<file path="src/rtl/run_button_handshake_ctrl_if.sv">
`default_nettype none
// ============================================================================
// Module      : run_button_handshake_ctrl_if
// Description : Four-phase run request/acknowledge bundle to the MicroBlaze GPIO.
// Revision    : 1.0 - initial release
// ============================================================================
interface run_button_handshake_ctrl_if #(
  parameter int SW_W = 16
);
  logic            proc_ack;
  logic            run_req;
  logic [SW_W-1:0] sw_snap;
  logic            busy;
  logic [7:0]      overrun_cnt;

  modport master (
    input  proc_ack,
    output run_req,
    output sw_snap,
    output busy,
    output overrun_cnt
  );

  modport slave (
    output proc_ack,
    input  run_req,
    input  sw_snap,
    input  busy,
    input  overrun_cnt
  );
endinterface
`default_nettype wire

</file>
<file path="src/rtl/run_button_handshake_ctrl.sv">
`default_nettype none
// ============================================================================
// Module      : run_button_handshake_ctrl
// Description : Debounced run button -> level request with switch snapshot.
// Revision    : 1.0 - initial release
// ============================================================================
module run_button_handshake_ctrl #(
  parameter int DEBOUNCE_CYCLES = 1000000,
  parameter int BTN_ACTIVE_LOW  = 1,
  parameter int SW_W            = 16
) (
  input  wire logic            clk,
  input  wire logic            reset,
  input  wire logic            btn_run,
  input  wire logic [SW_W-1:0] sw,
  run_button_handshake_ctrl_if.master hs
);

  localparam int              CNT_W    = $clog2(DEBOUNCE_CYCLES);
  localparam logic [CNT_W-1:0] CNT_MAX = CNT_W'(DEBOUNCE_CYCLES - 1);
  localparam logic            RAW_IDLE = (BTN_ACTIVE_LOW != 0);

  typedef enum logic [1:0] {
    IDLE  = 2'd0,
    REQ   = 2'd1,
    ACKED = 2'd2
  } state_t;

  logic             sync1_q, sync2_q;
  logic             btn_s;
  logic [CNT_W-1:0] cnt_q;
  logic             db_q, db_dly_q;
  logic [1:0]       settle_q;
  logic             armed_q;
  logic             press;

  state_t           state_q, state_d;
  logic             run_req_q, busy_q;
  logic [SW_W-1:0]  snap_q, snap_d;
  logic [7:0]       ovr_q, ovr_d;

  assign btn_s = sync2_q ^ RAW_IDLE;

  always_ff @(posedge clk or posedge reset) begin
    if (reset) begin
      sync1_q <= RAW_IDLE;
      sync2_q <= RAW_IDLE;
    end else begin
      sync1_q <= btn_run;
      sync2_q <= sync1_q;
    end
  end

  always_ff @(posedge clk or posedge reset) begin
    if (reset) begin
      cnt_q    <= '0;
      db_q     <= 1'b0;
      db_dly_q <= 1'b0;
    end else begin
      db_dly_q <= db_q;
      if (btn_s == db_q) begin
        cnt_q <= '0;
      end else if (cnt_q == CNT_MAX) begin
        db_q  <= btn_s;
        cnt_q <= '0;
      end else begin
        cnt_q <= cnt_q + 1'b1;
      end
    end
  end

  // A button held through reset must be seen released once before it can
  // produce a press, otherwise the post-reset debounce would fire a request.
  always_ff @(posedge clk or posedge reset) begin
    if (reset) begin
      settle_q <= 2'b00;
      armed_q  <= 1'b0;
    end else begin
      settle_q <= {settle_q[0], 1'b1};
      armed_q  <= armed_q | (settle_q[1] & ~btn_s);
    end
  end

  assign press = db_q & ~db_dly_q & armed_q;

  always_comb begin
    state_d = state_q;
    snap_d  = snap_q;
    ovr_d   = ovr_q;
    case (state_q)
      IDLE: begin
        if (press) begin
          snap_d  = sw;
          state_d = REQ;
        end
      end
      REQ: begin
        if (hs.proc_ack) state_d = ACKED;
      end
      ACKED: begin
        if (!hs.proc_ack && !db_q) state_d = IDLE;
      end
      default: state_d = IDLE;
    endcase
    if (press && (state_q != IDLE) && (ovr_q != 8'hFF)) ovr_d = ovr_q + 8'd1;
  end

  always_ff @(posedge clk or posedge reset) begin
    if (reset) begin
      state_q   <= IDLE;
      run_req_q <= 1'b0;
      busy_q    <= 1'b0;
      snap_q    <= '0;
      ovr_q     <= '0;
    end else begin
      state_q   <= state_d;
      run_req_q <= (state_d == REQ);
      busy_q    <= (state_d != IDLE);
      snap_q    <= snap_d;
      ovr_q     <= ovr_d;
    end
  end

  assign hs.run_req     = run_req_q;
  assign hs.busy        = busy_q;
  assign hs.sw_snap     = snap_q;
  assign hs.overrun_cnt = ovr_q;

endmodule
`default_nettype wire

</file>
<file path="src/flat_wrapper.sv">
// flat-port wrapper written by rule: the top's interface ports become plain ports
module run_button_handshake_ctrl_flat 
#(
  parameter int DEBOUNCE_CYCLES = 1000000,
  parameter int BTN_ACTIVE_LOW  = 1,
  parameter int SW_W            = 16
)
  (clk, reset, btn_run, sw, hs_proc_ack, hs_run_req, hs_sw_snap, hs_busy, hs_overrun_cnt);
  run_button_handshake_ctrl_if #(.SW_W(SW_W)) hs_i ();
  input  wire logic clk;
  input  wire logic reset;
  input  wire logic btn_run;
  input  wire logic [SW_W-1:0] sw;
  input wire logic [$bits(hs_i.proc_ack)-1:0] hs_proc_ack;
  output wire logic [$bits(hs_i.run_req)-1:0] hs_run_req;
  output wire logic [$bits(hs_i.sw_snap)-1:0] hs_sw_snap;
  output wire logic [$bits(hs_i.busy)-1:0] hs_busy;
  output wire logic [$bits(hs_i.overrun_cnt)-1:0] hs_overrun_cnt;
  assign hs_i.proc_ack = hs_proc_ack;
  assign hs_run_req = hs_i.run_req;
  assign hs_sw_snap = hs_i.sw_snap;
  assign hs_busy = hs_i.busy;
  assign hs_overrun_cnt = hs_i.overrun_cnt;
  run_button_handshake_ctrl #(.DEBOUNCE_CYCLES(DEBOUNCE_CYCLES), .BTN_ACTIVE_LOW(BTN_ACTIVE_LOW), .SW_W(SW_W)) u_core (.clk(clk), .reset(reset), .btn_run(btn_run), .sw(sw), .hs(hs_i));
endmodule
</file>
<file path="config.mk">
export PLATFORM = sky130hd
export DESIGN_NAME = run_button_handshake_ctrl_flat
export DESIGN_NICKNAME = d
export VERILOG_FILES = /design/src/rtl/run_button_handshake_ctrl_if.sv /design/src/rtl/run_button_handshake_ctrl.sv /design/src/flat_wrapper.sv
export SDC_FILE = /design/constraint.sdc
export NUM_CORES = 1
export LEC_CHECK = 0
export BUFFER_PORTS_ARGS = -buffer_cell sky130_fd_sc_hd__buf_2
export CAP_MARGIN = 20
export CELL_PAD_IN_SITES_DETAIL_PLACEMENT = 1
export CELL_PAD_IN_SITES_GLOBAL_PLACEMENT = 2
export CORE_MARGIN = 8
export CORE_UTILIZATION = 36
export DETAILED_ROUTE_END_ITERATION = 8
export PLACE_DENSITY = 0.75
export SLEW_MARGIN = 20
export SYNTH_ARGS = -nofsm -noshare
export SYNTH_HDL_FRONTEND = slang
export SYNTH_SLANG_ARGS = --single-unit
</file>
<file path="constraint.sdc">
create_clock -name clk -period 2.4 [get_ports clk]
set_input_delay 0.48 -clock clk [delete_from_list [all_inputs] [get_ports clk]]
set_output_delay 0.48 -clock clk [all_outputs]
set_load 0.05 [all_outputs]
</file>
==> results.yml, run 1 <==
yosys:
  synth-edff-count: 0
  synth-xor-area-share_pct: 8.25
  synth_compound_area_share_pct: 6.10
  synth-seq-cells: 55
  synth_nets: 222
  yosysWarningCount: 0
  avgSynthCellArea_um2: 12.2
  ys_async_sr_fraction_pct: 100
  synthesis.area_mm2: 0.00244
  synth_mux_area_share_pct: 7.84
  synthAdderAreaFrac_pct: 1.03
  synthSimpleGateAreaFrac_pct: 17.9
  syn_inst: 200
  synth_top_flop_cell: "dfrtp_1"
  synth_top_family_by_area: "simple AND/OR/NAND/NOR gates"
  ys_types: 42
  synth-seq-area-share_pct: 56.5
finish:
  final_util_pct: 42.6
  final_common_cell: "dfrtp_1"
  nets: 270
  nFillCells: 753
  drive_gt1_share_pct: 33.7
  final_cell_mix: "dfrtp_1 (53), buf_2 (45), nor2_1 (18), mux2_2 (17), xor2_1 (12)"
  antenna_cells: 0
  syn_to_final_growth_pct: 16.7
timing:
  clock_skew_ns: 0.00646
  fmax_mhz: 507
  finalCriticalPeriod_ns: 1.97
  tightest_slew_ns: 0.857
  hold_viol: 0
  post-route-period-util_pct: 82.2
  finalSetupViolCount: 0
  finalMaxSlewViolations: 0
  rsz0062_at_grt: "false"
  max_slew_margin_pct: 42.8
  finalSetupTns_ns: 0
clocking:
  cts_tree: "built"
  root_buffer: "clkbuf_8"
  cts_max_level: 2
  clock_sinks: 55
  cts_buffers: 5
  clk_pin_slew_worst_paths_ns: 0.11
  cts_setup_buffers: 0
  cts_hold_buffers: 0
  clk_path_buf_depth: 2
  ctsResizeCount: 0
  clkLatencyLatePin_ns: 0.32
global_route:
  grt_pass1_vias: 1757
  antenna_found_initial: 0
  grtUsageTotal_pct: 11.2
  overflow: 0
  grt_max_degree: 36
  grt_pass1_wl_um: 8890
setup_path:
  cp.arrival_ns: 2.18
  cp-start-kind: "flip-flop"
  timing.rr.end: "u_core.hs.sw_snap[12]$_DFFE_PP0P_"
  max_stage_delay_ns: 0.79
  cp-end-kind: "flip-flop"
  r2r_cells: 3
  cp.required_ns: 2.61
  critPathCapture: "u_core.hs.sw_snap[12]$_DFFE_PP0P_"
  setup.worst_path.class: "reg2reg"
  r2r_slack_ns: 0.43
  crit_slowest_cell: "and4b_1"
  startpoint: "u_core.db_q$_DFFE_PP0P_"
  path_max_fanout: 19
  reg2reg_from: "u_core.db_q$_DFFE_PP0P_"
  cp_cell_sequence: "nor2b_1 > and4b_1 > mux2_2"
floorplan:
  die_h_um: 98.3
  num_rows: 30
  die_width_um: 98.3
  die_area_mm2: 0.00967
  coreArea_mm2: 0.00668
  io_pins: 46
  initial_core_util_pct: 36.5
run:
  drv_cap: 0
routing:
  routedWlPerCell_um: 15.7
  dr.pass1.iters: 4
  post-route-drc-count: 0
  avgViaCountPerCell: 5.14
  antenna_left: 0
  wirelength_um: 5170
  drt_iter0_drc: 49
  vias: 1691
worst_hold_path:
  hold_path_class: "in2async"
power:
  switching_power_uw: 386
  p_int_uw: 1180
  p_clk_share_pct: 36.4
  switching_share_pct: 24.7
  pwr-share-seq_pct: 60.3
  p_leak_uw: 0.00139
  cellPowerDensity_mw_per_mm2: 549
  ir_worst_vdd_mv: 0.249
  power_frac_comb_pct: 3.3
place:
  gp_congestion: 0.757
  place_hpwl_um: 3780
  portBuffers: 45
run_status:
  status: "complete, no violations"
how the worst min path moves through the flow:
stage | slack [ns] | end
after floorplan | 0.33 | u_core.settle_q[1]$_DFF_PP0_
after global placement | 0.33 | u_core.settle_q[1]$_DFF_PP0_
after detailed placement | 0.34 | u_core.settle_q[1]$_DFF_PP0_
after CTS | 0.18 | u_core.cnt_q[3]$_DFF_PP0_
after global routing | 0.20 | u_core.cnt_q[0]$_DFF_PP0_
final | 0.17 | u_core.cnt_q[0]$_DFF_PP0_
sequential cells by signal (all words and copies together), names as in the netlist:
register               cells
u_core.hs.busy             1
u_core.cnt_q              20
u_core.sync1_q             1
u_core.sync2_q             1
u_core.db_q                1
u_core.hs.sw_snap         16
u_core.hs.run_req          1
u_core.settle_q            2
u_core.state_q             2
u_core.db_dly_q            1
u_core.hs.overrun_cnt      8
u_core.armed_q             1
per-stage QoR:
step | cell area [µm²] | power, µW | cells | setup slack [ns] | hold WS [ns]
floorplan | 2440 | 987 | 200 | 0.527 | 0.331
global placement | 2750 | 1010 | 321 | 0.464 | 0.332
detailed placement | 2750 | 1020 | 321 | 0.436 | 0.340
CTS | 2850 | 1600 | 329 | 0.404 | 0.184
global route | 2850 | 1630 | 329 | 0.258 | 0.202
finish | 2850 | 1560 | 329 | 0.426 | 0.169
area by class of cell:
| cell class | count | area [µm²] | area share (%) |
|---|---|---|---|
| tap | 80 | 100 | 3.51 |
| timing repair buffer | 46 | 245 | 8.61 |
| inverter | 4 | 15.0 | 0.527 |
| multi-input combinational | 136 | 1010 | 35.4 |
| sequential | 55 | 1380 | 48.4 |
| clock buffer | 5 | 68.8 | 2.42 |
| clock inverter | 3 | 33.8 | 1.19 |
cell usage after synthesis (5+ instances only):
cell type  count  share of area, %
nand4_1        6               1.5
dfrtp_1       53                54
xnor2_1       11               3.9
nor2_1        18               2.8
a21oi_1        5               1.0
mux2_2        17               7.8
nand3_1       11               2.3
xor2_1        12               4.3
o21ai_0        5               1.0
nand2_1        7               1.1
nor4_1         5               1.3
cell families (layout without fill, tap and decap cells):
group	after synthesis	after routing
simple gates	75	75
flops	55	55
xor+xnor	23	23
compound gates	18	18
mux	17	17
buf+inv	9	58
fa+ha+maj	2	2
other cells	1	1
critical path: cells and delay by family (launching register included):
kind | cells | cell delay, ns
flops | 1 | 0.44
mux | 1 | 0.42
simple gates | 2 | 1.00
routing by layer:
| metal | share of wire, % | global-route usage (%) |
|---|---|---|
| met5 | 0 | 0 |
| met4 | 1.4 | 4.60 |
| met3 | 4.6 | 3.13 |
| met2 | 48 | 17.8 |
| met1 | 46 | 14.0 |
power by group through the flow:
| stage | Combinational [µW] | Clock (µW) | Sequential (µW) |
|---|---|---|---|
| 3_5_place_dp | 54.9 | 0 | 960 |
| 2_1_floorplan | 28.1 | 0 | 958 |
| 6_report | 51.9 | 569 | 942 |
| 4_1_cts | 55.2 | 599 | 942 |
| 5_1_grt | 60.9 | 626 | 944 |
| 3_3_place_gp | 53.5 | 0 | 959 |
Note: power is estimated with default switching activity, not from simulation.
==> inputs of run 2 (changes only) <==
--- a/config.mk
+++ b/config.mk
@@ -5,14 +5,15 @@
 export SDC_FILE = /design/constraint.sdc
 export NUM_CORES = 1
 export LEC_CHECK = 0
+export ABC_AREA = 1
 export BUFFER_PORTS_ARGS = -buffer_cell sky130_fd_sc_hd__buf_2
 export CAP_MARGIN = 20
 export CELL_PAD_IN_SITES_DETAIL_PLACEMENT = 1
 export CELL_PAD_IN_SITES_GLOBAL_PLACEMENT = 2
 export CORE_MARGIN = 8
-export CORE_UTILIZATION = 36
+export CORE_UTILIZATION = 30
 export DETAILED_ROUTE_END_ITERATION = 8
-export PLACE_DENSITY = 0.75
+export PLACE_DENSITY = 0.71
 export SLEW_MARGIN = 20
 export SYNTH_ARGS = -nofsm -noshare
 export SYNTH_HDL_FRONTEND = slang
==> constraint.sdc (replaced) <==
create_clock -name clk -period 1.74 [get_ports clk]
set_input_delay 0.348 -clock clk [delete_from_list [all_inputs] [get_ports clk]]
set_output_delay 0.348 -clock clk [all_outputs]
set_load 0.05 [all_outputs]
==> run 2 against run 1 <==
Worst setup slack got worse by 0.23 ns. Fmax is 28% higher. Via count up 18%. Clock skew increased by 0.00053 ns. Non-clock buffer count up 8. Synthesized cell count is 39% higher. Routed wire length increased by 19%. Power rose by 48%. Critical path depth rose by 6. Sequential power increased by 40%. Die area grew 22%. Utilization decreased by 6.2 points. Critical endpoint is now u_core.hs.overrun_cnt[3]$_DFFE_PP0P_. Largest cell class unchanged. Highest routed layer unchanged.
==> results.yml, run 2 <==
run_status:
  status: "complete, no violations"
clocking:
  clock_sinks: 55
  ctsResizeCount: 0
  root_buffer: "clkbuf_8"
  clk_path_buf_depth: 2
  cts_max_level: 2
  cts_buffers: 5
  cts_tree: "built"
  cts_setup_buffers: 0
  clkLatencyLatePin_ns: 0.31
  clk_pin_slew_worst_paths_ns: 0.11
  cts_hold_buffers: 0
yosys:
  synthTopCellsByArea: "dfrtp_1 (51%), nand2_1 (9.0%), nor2_1 (7.3%)"
  yosysMostFrequentCell: "nand2_1"
  synth-xor-area-share_pct: 5.77
  synth_top_flop_cell: "dfrtp_1"
  synth-edff-count: 0
  yosysWarningCount: 0
  synthesis.area_mm2: 0.00258
  synth_nets: 299
  yosysTopAreaCell: "dfrtp_1"
  synthAdderAreaFrac_pct: 0.970
  yosys-top-cells-count: "nand2_1 (62), dfrtp_1 (53), nor2_1 (50)"
  synth-seq-cells: 55
  syn_inst: 277
  netlist.area_leader.share_pct: 51.4
  avgSynthCellArea_um2: 9.31
  ys_types: 28
  synth_mux_area_share_pct: 8.30
  synth_top_family_by_area: "simple AND/OR/NAND/NOR gates"
  synthSimpleGateAreaFrac_pct: 23.7
  synth_compound_area_share_pct: 3.11
  ys_async_sr_fraction_pct: 100
  synth-seq-area-share_pct: 53.5
place:
  portBuffers: 45
  place_hpwl_um: 4810
  gp_congestion: 0.757
  dp.cells: 436
setup_path:
  setup.worst_path.class: "reg2reg"
  cp.arrival_ns: 1.76
  r2r_slack_ns: 0.20
  cp-end-kind: "flip-flop"
  cp-start-kind: "flip-flop"
  path_max_fanout: 8
  cp.required_ns: 1.95
floorplan:
  initial_core_util_pct: 30.3
  coreArea_mm2: 0.00851
  num_rows: 34
  die_h_um: 109
  die_area_mm2: 0.0118
  io_pins: 46
  die_width_um: 109
timing:
  fmax_mhz: 648
  finalCriticalPeriod_ns: 1.54
  post-route-period-util_pct: 88.7
  rsz0062_at_grt: "false"
  finalMaxSlewViolations: 0
  finalSetupViolCount: 0
  finalSetupTns_ns: 0
  hold_viol: 0
  clock_skew_ns: 0.00699
global_route:
  grt_pass1_vias: 2189
  overflow: 0
  grt_max_degree: 33
  grtUsageTotal_pct: 11.4
  antenna_found_initial: 0
  grt_pass1_wl_um: 10700
finish:
  final_cells: 444
  final_common_cell: "nand2_1"
  final_cell_mix: "nand2_1 (62), dfrtp_1 (53), nor2_1 (50), buf_2 (45), inv_1 (23)"
  largest_register_ffs: 20
  syn_to_final_growth_pct: 20.1
  drive_gt1_share_pct: 25.6
  nFillCells: 1014
  top_register: "u_core.cnt_q"
  antenna_cells: 0
  nets: 357
routing:
  drt_iter0_drc: 42
  wirelength_um: 6130
  post-route-drc-count: 0
  dr.pass1.iters: 4
  antenna_left: 0
  routedWlPerCell_um: 13.8
  vias: 1997
  avgViaCountPerCell: 4.50
power:
  cellPowerDensity_mw_per_mm2: 746
  ir_worst_vdd_mv: 0.320
  p_leak_uw: 0.00151
run:
  drv_cap: 0
worst_hold_path:
  hold_path_class: "in2async"
[run 2: cell count changes after synthesis, moves of 4 or more]
cell,change
inv_1,+20
mux2_2,-10
xor2_1,-4
nor4_1,-5
nand2_1,+55
nor2_1,+32
or3_1,-4
nand3_1,+7
mux2_4,+9
[run 2: kinds of logic after synthesis]
logic type / count (synthesis)
muxes: 16
DFF: 55
xor gates and xnor gates: 17
adders and majority gates: 2
other: 1
and+or+nand+nor: 144
buffers and inverters: 28
AOI/OAI and AO/OA: 14
[run 2: through the flow]
stage               worst slack [ns]  hold WS, ns  area [µm²]  power (µW)  util, %
floorplan                   -0.00147        0.331        2580        1480        -
global placement               0.238        0.332        3000        1550     35.2
detailed placement             0.210        0.336        3000        1550     35.2
CTS                            0.177       0.0164        3100        2360     36.4
global route                  0.0430       0.0237        3100        2420     36.4
finish                         0.196      0.00645        3100        2310     36.4
[run 2: worst paths after layout]
check,start,end,depth (start not counted)
min in group clk,btn_run,u_core.sync1_q$_DFF_PP1_,1
max in group asynchronous,reset,u_core.sync2_q$_DFF_PP1_,3
worst max-delay path,u_core.hs.overrun_cnt[0]$_DFFE_PP0P_,u_core.hs.overrun_cnt[3]$_DFFE_PP0P_,9
worst min register to register,u_core.settle_q[0]$_DFF_PP0_,u_core.settle_q[1]$_DFF_PP0_,0
worst max register to register,u_core.hs.overrun_cnt[0]$_DFFE_PP0P_,u_core.hs.overrun_cnt[3]$_DFFE_PP0P_,9
worst min-delay path,reset,u_core.cnt_q[4]$_DFF_PP0_,2
[run 2: routing by layer]
| layer | vias to the layer above | global-route usage, % | wire [µm] |
|---|---|---|---|
| met3 | 5 | 3.19 | 238 |
| met4 | 0 | 3.23 | 80 |
| met2 | 27 | 18.7 | 2940 |
| met5 | - | 0 | 0 |
| met1 | 976 | 14.4 | 2870 |
| li1 | 989 | - | - |
[run 2: worst max-delay path: stages, from the launching register on]
cell and delay (ns):
dfrtp_1 0.43, ha_1 0.24, nand3_1 0.09, nor2_1 0.17, nand3_1 0.09, nand2_1 0.11
buf_4 0.16, nor2_1 0.04, nand2_1 0.05, nand2_1 0.05
[run 2: power by group]
group	leakage (µW)	internal (µW)	switching, µW
Sequential	0.000712	1310	16.6
Combinational	0.000747	63.4	131
Clock	0.0000533	337	455
Total	0.00151	1710	603
[run 2: cell type report]
type / count / area (µm²) / area share [%]
inverters: 25 / 93.8 / 3.03
repair buffers: 54 / 305 / 9.85
clock inverters: 2 / 20.0 / 0.646
flip-flops and latches: 55 / 1380 / 44.5
multi-input cells: 194 / 1080 / 34.9
well taps: 108 / 135 / 4.36
clock buffers: 6 / 82.6 / 2.67
==> inputs of run 3 (changes only) <==
--- a/config.mk
+++ b/config.mk
@@ -10,7 +10,6 @@
 export CAP_MARGIN = 20
 export CELL_PAD_IN_SITES_DETAIL_PLACEMENT = 1
 export CELL_PAD_IN_SITES_GLOBAL_PLACEMENT = 2
-export CORE_MARGIN = 8
 export CORE_UTILIZATION = 30
 export DETAILED_ROUTE_END_ITERATION = 8
 export PLACE_DENSITY = 0.71
==> run 3 against run 2 <==
Die area fell by 24%. Flip-flop and latch count did not move. Non-clock buffer count did not move. Count of clock-buffer cells in the layout fell by 1. Global-route usage rose by 3.5 points. Worst setup slack improved by 0.031 ns. Sequential share of layout area fell by 0.27 points. Register-to-register slack improved by 0.03 ns. Fmax rose by 2.0%. Power rose by 3.8%. Combinational power barely moved. Critical endpoint is now u_core.hs.overrun_cnt[7]$_DFFE_PP0P_.
==> results.yml, run 3 (synthesis results as in run 2) <==
run_status:
  status: "complete, no violations"
floorplan:
  die_area_mm2: 0.00897
  coreArea_mm2: 0.00826
  die_h_um: 94.7
  num_rows: 33
  initial_core_util_pct: 31.2
  io_pins: 46
  die_width_um: 94.7
global_route:
  antenna_found_initial: 0
  grt_max_degree: 24
  grt_pass1_vias: 2117
  grt_pass1_wl_um: 10300
  overflow: 0
  grtUsageTotal_pct: 14.9
routing:
  routed.top_layer: "met4"
  antenna_left: 0
  wirelength_um: 5890
  post-route-drc-count: 0
  wl_met2_um: 2840
  drt_iter0_drc: 75
  dr.pass1.iters: 4
  wl_met1_um: 2820
  routedWlPerCell_um: 13.3
  vias: 1990
  avgViaCountPerCell: 4.51
  wl_met3_um: 154
setup_path:
  startpoint: "u_core.hs.overrun_cnt[0]$_DFFE_PP0P_"
  setup.worst_path.class: "reg2reg"
  reg2reg_from: "u_core.hs.overrun_cnt[0]$_DFFE_PP0P_"
  timing.rr.end: "u_core.hs.overrun_cnt[7]$_DFFE_PP0P_"
  r2r_cells: 8
  path_max_fanout: 13
  cp-end-kind: "flip-flop"
  r2r_slack_ns: 0.23
  cp-start-kind: "flip-flop"
  cp.required_ns: 1.95
  cp.arrival_ns: 1.73
power:
  cellPowerDensity_mw_per_mm2: 769
  ir_worst_vdd_mv: 0.312
  switching_power_uw: 589
  p_clk_share_pct: 36.5
  pwr-share-seq_pct: 55.3
  power_frac_comb_pct: 8.2
  switching_share_pct: 24.6
  p_int_uw: 1810
  p_leak_uw: 0.00152
finish:
  top_register: "u_core.cnt_q"
  syn_to_final_growth_pct: 20.9
  final_common_cell: "nand2_1"
  finalInstanceArea_mm2: 0.00312
  antenna_cells: 0
  nets: 357
  final_cell_mix: "nand2_1 (61), dfrtp_1 (53), nor2_1 (50), buf_2 (45), inv_1 (23)"
  largest_register_ffs: 20
  drive_gt1_share_pct: 25.6
run:
  drv_cap: 0
worst_hold_path:
  worstHoldPathCells: 1
  hp-start: "btn_run"
  hold_end: "u_core.sync1_q$_DFF_PP1_"
  hold_path_class: "in2reg"
place:
  place_hpwl_um: 4490
  gp_congestion: 0.722
  portBuffers: 45
  post_dp_cell_area_mm2: 0.00298
clocking:
  cts_tree: "built"
  clk_path_buf_depth: 2
  cts_max_level: 2
  clock_sinks: 55
  cts_buffers: 5
  root_buffer: "clkbuf_8"
  clkLatencyLatePin_ns: 0.32
  clk_pin_slew_worst_paths_ns: 0.10
timing:
  finalSetupViolCount: 0
  rsz0062_at_grt: "false"
  finalSetupTns_ns: 0
  finalCriticalPeriod_ns: 1.51
  hold_viol: 0
  fmax_mhz: 661
  clock_skew_ns: 0.0120
  post-route-period-util_pct: 87.0
  finalMaxSlewViolations: 0
==> run 3: how the worst max path moves through the flow <==
| stage | depth (start not counted) | end | slack [ns] |
|---|---|---|---|
| floorplan | 7 | u_core.hs.overrun_cnt[5]$_DFFE_PP0P_ | -0.001 |
| global placement | 8 | u_core.hs.overrun_cnt[7]$_DFFE_PP0P_ | 0.14 |
| detailed placement | 8 | u_core.hs.overrun_cnt[7]$_DFFE_PP0P_ | 0.05 |
| CTS | 8 | u_core.hs.overrun_cnt[7]$_DFFE_PP0P_ | 0.02 |
| global route | 8 | u_core.hs.overrun_cnt[4]$_DFFE_PP0P_ | 0.02 |
| finish | 8 | u_core.hs.overrun_cnt[7]$_DFFE_PP0P_ | 0.23 |
==> run 3: per-stage QoR <==
step / hold WS (ns) / setup slack, ns / util (%) / std cells / power (µW)
after CTS: 0.111 / 0.0235 / 37.7 / 441 / 2460
after floorplan: 0.331 / -0.00147 / - / 277 / 1480
after global placement: 0.326 / 0.141 / 36.1 / 432 / 1550
after global routing: 0.111 / 0.0194 / 37.7 / 441 / 2510
after detailed placement: 0.330 / 0.0456 / 36.1 / 432 / 1550
final: 0.128 / 0.227 / 37.7 / 441 / 2400
==> run 3: cell type report <==
type | count | area, µm²
Inverter | 25 | 93.8
Tap cell | 105 | 131
Multi-Input combinational cell | 194 | 1090
Clock buffer | 5 | 68.8
Sequential cell | 55 | 1380
Fill cell | 992 | 5140
Clock inverter | 3 | 46.3
Timing Repair Buffer | 54 | 308
==> run 3: timing repair <==
item	CTS	global route
hold endpoints to repair	12	0
setup buffers	0	0
hold buffers	1	0
resized for setup	0	2
endpoints found under the setup margin	0	8
==> run 3: routing by layer <==
metal / vias up / global-route usage, %
met2: 27 / 25.4
li1: 991 / -
met1: 966 / 19.4
met3: 6 / 2.82
met4: 0 / 3.79
met5: - / 0
==> run 3: critical path: stages, from the launching register on <==
cell and delay, ns:
dfrtp_1 0.43, ha_1 0.23, nand3_1 0.09, nor2_1 0.16, nand3_1 0.15, nand2_4 0.16
inv_1 0.09, nand2_1 0.07, nand2_1 0.04
==> run 3: power by group through the flow <==
stage	Combinational, µW	Sequential [µW]	Clock, µW
finish	196	1330	876
floorplan	60.9	1420	0
global route	214	1330	961
global placement	197	1350	0
CTS	202	1330	928
detailed placement	200	1350	0
